<file path="src/rtl/shift_pkg.sv">
// Shared definitions for the shift register with undo history: mode codes,
// operation classes and the history entry layout.
package shift_pkg;

  localparam int DEPTH_DEFAULT = 8;
  localparam int ENTRY_W       = 4;

  typedef enum logic [2:0] {
    MODE_SHL0     = 3'b000,
    MODE_SHL1     = 3'b001,
    MODE_SHR0     = 3'b010,
    MODE_SHR1     = 3'b011,
    MODE_SHL0_ALT = 3'b100,
    MODE_ROR      = 3'b101,
    MODE_REV      = 3'b110,
    MODE_ROR_ALT  = 3'b111
  } mode_e;

  typedef enum logic [1:0] {
    CLS_SHL,
    CLS_SHR,
    CLS_ROR,
    CLS_REV
  } op_class_e;

  typedef struct packed {
    logic [2:0] mode;
    logic       lost;
  } hist_entry_t;

  function automatic op_class_e mode_class(input logic [2:0] m);
    op_class_e cls;
    case (m)
      MODE_SHL0, MODE_SHL1, MODE_SHL0_ALT: cls = CLS_SHL;
      MODE_SHR0, MODE_SHR1:                cls = CLS_SHR;
      MODE_ROR, MODE_ROR_ALT:              cls = CLS_ROR;
      default:                             cls = CLS_REV;
    endcase
    return cls;
  endfunction

endpackage

</file>
<file path="src/rtl/shift_stack.sv">
// LIFO holding the undo history. Push and pop are ignored when full or empty;
// clear drops every entry. full/empty are registered from the next level.
module shift_stack
  import shift_pkg::*;
#(
  parameter int DEPTH = DEPTH_DEFAULT,
  parameter int LVL_W = $clog2(DEPTH) + 1,
  parameter int IDX_W = $clog2(DEPTH)
) (
  input  logic               clk,
  input  logic               rst,
  input  logic               push,
  input  logic               pop,
  input  logic               clear,
  input  logic [ENTRY_W-1:0] push_data,
  output logic [ENTRY_W-1:0] top,
  output logic [LVL_W-1:0]   level,
  output logic               full,
  output logic               empty
);

  logic [ENTRY_W-1:0] mem_q [DEPTH];
  logic [ENTRY_W-1:0] mem_d [DEPTH];
  logic [LVL_W-1:0]   level_q, level_d;
  logic               full_q, full_d;
  logic               empty_q, empty_d;
  logic [LVL_W-1:0]   top_lvl;
  logic [IDX_W-1:0]   wr_idx, rd_idx;

  assign top_lvl = level_q - LVL_W'(1);
  assign wr_idx  = level_q[IDX_W-1:0];
  assign rd_idx  = top_lvl[IDX_W-1:0];

  // NOTE: every signal assigned in always_comb gets a default first, so no
  // path leaves it unassigned and no latch is inferred.
  always_comb begin
    mem_d   = mem_q;
    level_d = level_q;
    if (clear) begin
      level_d = '0;
    end else if (push && !full_q) begin
      mem_d[wr_idx] = push_data;
      level_d       = level_q + LVL_W'(1);
    end else if (pop && !empty_q) begin
      level_d = top_lvl;
    end
    full_d  = (level_d == LVL_W'(DEPTH));
    empty_d = (level_d == '0);
  end

  // NOTE: sequential state uses non-blocking assignments so every flop
  // samples its _d value from before the edge.
  always_ff @(posedge clk) begin
    if (rst) begin
      level_q <= '0;
      full_q  <= 1'b0;
      empty_q <= 1'b1;
    end else begin
      level_q <= level_d;
      full_q  <= full_d;
      empty_q <= empty_d;
    end
  end

  // NOTE: the entry storage is deliberately not reset; level alone decides
  // which entries are valid, so stale contents are never observed.
  always_ff @(posedge clk) begin
    mem_q <= mem_d;
  end

  assign top   = mem_q[rd_idx];
  assign level = level_q;
  assign full  = full_q;
  assign empty = empty_q;

endmodule

</file>
<file path="src/rtl/shift_undo.sv">
// Shift register with reversible operations: each accepted op records
// {mode, lost bit} so that undo can restore the previous value exactly.
module shift_undo
  import shift_pkg::*;
#(
  parameter int WIDTH = 4,
  parameter int DEPTH = DEPTH_DEFAULT
) (
  input  logic                     clk,
  input  logic                     rst,
  input  logic                     load,
  input  logic [WIDTH-1:0]         load_data,
  input  logic                     op_valid,
  input  logic [2:0]               mode,
  input  logic                     undo,
  output logic [WIDTH-1:0]         r,
  output logic [$clog2(DEPTH):0]   level,
  output logic                     full,
  output logic                     empty,
  output logic                     err
);

  localparam int LVL_W = $clog2(DEPTH) + 1;

  function automatic logic [WIDTH-1:0] bit_rev(input logic [WIDTH-1:0] v);
    logic [WIDTH-1:0] res;
    for (int i = 0; i < WIDTH; i++) res[i] = v[WIDTH-1-i];
    return res;
  endfunction

  function automatic logic [WIDTH-1:0] fwd_xform(input logic [WIDTH-1:0] v,
                                                 input logic [2:0]       m);
    logic [WIDTH-1:0] res;
    case (mode_class(m))
      CLS_SHL: res = {v[WIDTH-2:0], m == MODE_SHL1};
      CLS_SHR: res = {m == MODE_SHR1, v[WIDTH-1:1]};
      CLS_ROR: res = {v[0], v[WIDTH-1:1]};
      default: res = bit_rev(v);
    endcase
    return res;
  endfunction

  // Rotate and reverse lose nothing, so they record 0.
  function automatic logic lost_bit(input logic [WIDTH-1:0] v,
                                    input logic [2:0]       m);
    logic b;
    case (mode_class(m))
      CLS_SHL: b = v[WIDTH-1];
      CLS_SHR: b = v[0];
      default: b = 1'b0;
    endcase
    return b;
  endfunction

  function automatic logic [WIDTH-1:0] inv_xform(input logic [WIDTH-1:0] v,
                                                 input hist_entry_t      e);
    logic [WIDTH-1:0] res;
    case (mode_class(e.mode))
      CLS_SHL: res = {e.lost, v[WIDTH-1:1]};
      CLS_SHR: res = {v[WIDTH-2:0], e.lost};
      CLS_ROR: res = {v[WIDTH-2:0], v[WIDTH-1]};
      default: res = bit_rev(v);
    endcase
    return res;
  endfunction

  logic [WIDTH-1:0]   r_q, r_d;
  logic               err_q, err_d;
  logic               st_push, st_pop, st_clear;
  hist_entry_t        push_entry;
  logic [ENTRY_W-1:0] st_top;
  logic [LVL_W-1:0]   st_level;
  logic               st_full, st_empty;

  // Priority is load > undo > op_valid; losers are silently dropped.
  always_comb begin
    r_d        = r_q;
    err_d      = 1'b0;
    st_push    = 1'b0;
    st_pop     = 1'b0;
    st_clear   = 1'b0;
    push_entry = '{mode: mode, lost: lost_bit(r_q, mode)};
    if (load) begin
      r_d      = load_data;
      st_clear = 1'b1;
    end else if (undo) begin
      if (st_empty) begin
        err_d = 1'b1;
      end else begin
        st_pop = 1'b1;
        r_d    = inv_xform(r_q, hist_entry_t'(st_top));
      end
    end else if (op_valid) begin
      if (st_full) begin
        err_d = 1'b1;
      end else begin
        st_push = 1'b1;
        r_d     = fwd_xform(r_q, mode);
      end
    end
  end

  always_ff @(posedge clk) begin
    if (rst) begin
      r_q   <= '0;
      err_q <= 1'b0;
    end else begin
      r_q   <= r_d;
      err_q <= err_d;
    end
  end

  shift_stack #(
    .DEPTH (DEPTH)
  ) u_stack (
    .clk       (clk),
    .rst       (rst),
    .push      (st_push),
    .pop       (st_pop),
    .clear     (st_clear),
    .push_data (push_entry),
    .top       (st_top),
    .level     (st_level),
    .full      (st_full),
    .empty     (st_empty)
  );

  assign r     = r_q;
  assign level = st_level;
  assign full  = st_full;
  assign empty = st_empty;
  assign err   = err_q;

endmodule

</file>
<file path="config.mk">
export PLATFORM = sky130hd
export DESIGN_NAME = shift_undo
export DESIGN_NICKNAME = d
export VERILOG_FILES = /design/src/rtl/shift_pkg.sv /design/src/rtl/shift_stack.sv /design/src/rtl/shift_undo.sv
export SDC_FILE = /design/constraint.sdc
export NUM_CORES = 1
export LEC_CHECK = 0
export ABC_AREA = 0
export CAP_MARGIN = 20
export CELL_PAD_IN_SITES_DETAIL_PLACEMENT = 1
export CELL_PAD_IN_SITES_GLOBAL_PLACEMENT = 1
export CORE_MARGIN = 5
export CORE_UTILIZATION = 46
export CTS_CLUSTER_DIAMETER = 200
export DETAILED_ROUTE_END_ITERATION = 8
export PLACE_DENSITY = 0.77
export SETUP_SLACK_MARGIN = 0.05
export SYNTH_ARGS = -nofsm -noshare
export SYNTH_HDL_FRONTEND = slang
export SYNTH_SLANG_ARGS = --single-unit
</file>
<file path="constraint.sdc">
create_clock -name clk -period 2.8 [get_ports clk]
set_input_delay 0.28 -clock clk [delete_from_list [all_inputs] [get_ports clk]]
set_output_delay 0.28 -clock clk [all_outputs]
set_load 0.02 [all_outputs]
</file>
==> run_results.csv <==
group,metric,value,unit
run_status,outcome,"completed",
clock_tree,numCtsBuffers,5,
sta,fin_ws,211,ps
sta,setup_viol,0,
synthesis,ys_ff_latch,43,
routing,wirelength,5.60,mm
critical_path,cp.depth,7,
placed_design,io_buffers,22,
synthesis,ys_async_sr_fraction,0,%
global_route,track_usage,19.4,%
critical_path,critPathMaxStageDelay,530,ps
sta,setup_tns,0,ps
placed_design,globalplace.congestion,0.794,
clock_tree,path_clk_slew,80,ps
floorplanning,die_area,6290,um2
min_path,min_path_type,"input pin to flip-flop",
clock_tree,cts-htree-levels,2,
sta,hold_viol_final,0,
critical_path,rr_endpoint,"r[3]",
synthesis,yosysMostFrequentCell,"edfxtp_1",
placed_design,placed_cell_area,2520,um2
global_route,grt_start_max_net_pins,14,
critical_path,r2r-start,"u_stack.level[1]",
routing,viasPerCell,6.13,
synthesis,synthesis.area,2210,um2
layout,area_growth,17.7,%
clock_tree,postCtsSetupBuffers,0,
critical_path,crit_path_start,"u_stack.level[1]",
floorplanning,die_w,79.3,um
global_route,grt_pass1_wl,9.11,mm
floorplanning,ios,23,
sta,clock.fmax,0.386,GHz
global_route,grt_pass1_vias,1716,
synthesis,yosysTopAreaCell,"edfxtp_1",
synthesis,synth.net_count,189,
placed_design,place_hpwl,4.09,mm
critical_path,cp_cell_sequence,"inv_1 -> ha_1 -> mux2_2 -> mux4_2 -> mux2i_1 -> nor2b_1 -> o32ai_2",
floorplanning,fp.dieH,79.3,um
synthesis,synthMuxAreaShare,17.6,%
synthesis,ys_seq_area_share,53.5,%
synthesis,synth_ff_type,"edfxtp_1",
floorplanning,initial_core_util,47.1,%
synthesis,synth_xor_area_share,1.19,%
critical_path,crit_buf_inv,1,
synthesis,synth-edff-count,32,
clock_tree,cts_tree,"done",
pwr,finalPower,0.00133,W
sta,worstMarginPinSlew,530,ps
synthesis,yosys.area_share.simple,12.1,%
sta,rsz0062_at_grt,"false",
layout,layout-drive-gt1-share,14.6,%
job,drv_cap,0,
critical_path,slowest_stage,"ha_1",
routing,drt-initial-drc-count,144,
placed_design,dp_slack,251,ps
synthesis,synth_compound_area_share,11.0,%
global_route,grt_overflow,0,
floorplanning,rows,25,
critical_path,crit_type,"flip-flop to flip-flop",
critical_path,cp-start-kind,"flip-flop",
pwr,power_density,513,nW/um2
critical_path,cp.arrival,2750,ps
sta,skew,4.88,ps
synthesis,postSynthAreaPerCell,12.6,um2
critical_path,critPathCaptureType,"flip-flop",
critical_path,regToRegSetupSlack,210,ps
critical_path,worstPathRequired,2960,ps
layout,num_antenna_cells,0,
clock_tree,cts_resized,0,
routing,vias,1595,
synthesis,syn_inst,175,
clock_tree,clkLatencyLatePin,290,ps
routing,post_drt_wl_per_cell,21.5,um
global_route,antenna_found_initial,0,
synthesis,synth_area_leaders,"edfxtp_1, dfxtp_1, mux2i_1",
sta,relSlewSlack,64.2,%
critical_path,r2r_cells,7,
sta,fin_crit,2590,ps
clock_tree,hold_buffers,0,
clock_tree,cts.sinks,43,
synthesis,yosysWarnings,0,
synthesis,synth_top_family_by_area,"multiplexers",
routing,drcViolationCount,0,
routing,ant_nets,0,
pwr,p_leak,0.903,nW
critical_path,cp_max_fo,9,
pwr,peakVddDrop,268,uV
sta,min_period_over_period,92.4,%
synthesis,synth_top_area_share,43.5,%
critical_path,critPathCapture,"r[3]",
critical_path,cpLargestDelayFamily,"multiplexers",
clock_tree,clk_path_buf_depth,2,
clock_tree,cts-root-buf,"clkbuf_8",
floorplanning,coreArea,4690,um2
layout,fin_area,2600,um2
layout,nNetsFinal,220,
synthesis,synthAdderAreaFrac,1.13,%
sta,drv_slew,0,
synthesis,netlist-cell-type-count,48,
synthesis,netlist_top_cells_count,"edfxtp_1, mux2i_1, nor2_1, dfxtp_1, a21oi_1",
routing,firstDrtPassIters,4,
[worst register-to-register path, delay by kind of cell, from the launching register on]
family / cells / cell delay (ps)
AO/OA/AOI/OAI: 1 / 100
adder cells (fa/ha/maj): 1 / 530
buffers and inverters: 1 / 70
flip-flops: 1 / 350
multiplexers: 3 / 1180
AND/OR/NAND/NOR: 1 / 220
[worst min path at each step]
stage,end,depth (start not counted),start
CTS,r[0],3,load_data[0]
global route,r[0],3,load_data[0]
floorplan,u_stack.mem_q[10],0,mode[1]
global placement,r[0],2,r[1]
detailed placement,r[0],2,r[1]
finish,r[0],3,load_data[0]
[state kept, by name (all words and copies together) (netlist names)]
register and flops:
u_stack.full 1, err 1, u_stack.level 4, r 4, u_stack.empty 1, u_stack.mem_q 32
[area by class of cell]
class                      instances  area, um2
clock inverter                     2       13.8
sequential                        43       1180
tap                               54       67.6
inverter                           6       22.5
fill                             501       2090
clock buffer                       5       68.8
multi-input combinational        118        950
timing repair buffer              32        295
[logic make-up (layout without fill, tap and decap cells)]
logic type                 after synthesis  after routing
AOI/OAI and AO/OA                       34             34
adders and majority gates                2              2
xor gates and xnor gates                 3              3
DFF                                     43             43
muxes                                   30             30
and+or+nand+nor                         49             49
buffers and inverters                   14             45
[stage by stage]
stage / hold slack, ps / util (%) / instances
CTS: 571 / 55.4 / 260
finish: 570 / 55.4 / 260
global placement: 610 / 53.6 / 253
detailed placement: 628 / 53.6 / 253
floorplan: 379 / - / 175
global route: 574 / 55.4 / 260
[placed cells by master (no fill, tap or decap), types with 3 or more instances in the layout]
| cell | n |
|---|---|
| edfxtp_1 | 32 |
| clkdlybuf4s50_1 | 22 |
| mux2i_1 | 20 |
| nor2_1 | 12 |
| dfxtp_1 | 11 |
| buf_4 | 10 |
| a21oi_1 | 8 |
| nand2_1 | 7 |
| nor3_1 | 6 |
| inv_1 | 5 |
| nand3_1 | 5 |
| clkbuf_8 | 5 |
| nand2b_1 | 4 |
| mux4_2 | 4 |
| nor2b_1 | 4 |
| o21ai_0 | 4 |
| mux2_2 | 3 |
| or3_1 | 3 |
[layer usage]
metal / track usage [%] / share of wire [%] / vias to the layer above
met3: 4.42 / 3.6 / 14
met5: 0 / 0 / -
met2: 31.5 / 49 / 33
met4: 7.56 / 2.1 / 0
met1: 25.1 / 45 / 806
li1: - / - / 742
[where the power goes]
group          internal (W)  total [W]  switching [W]  leakage [nW]
sequential         0.000696   0.000715      0.0000187         0.379
combinational      0.000111   0.000231       0.000121         0.480
clock              0.000171   0.000387       0.000216        0.0440
total              0.000978    0.00133       0.000356         0.903
No activity file was read; power rests on OpenSTA's default activity.
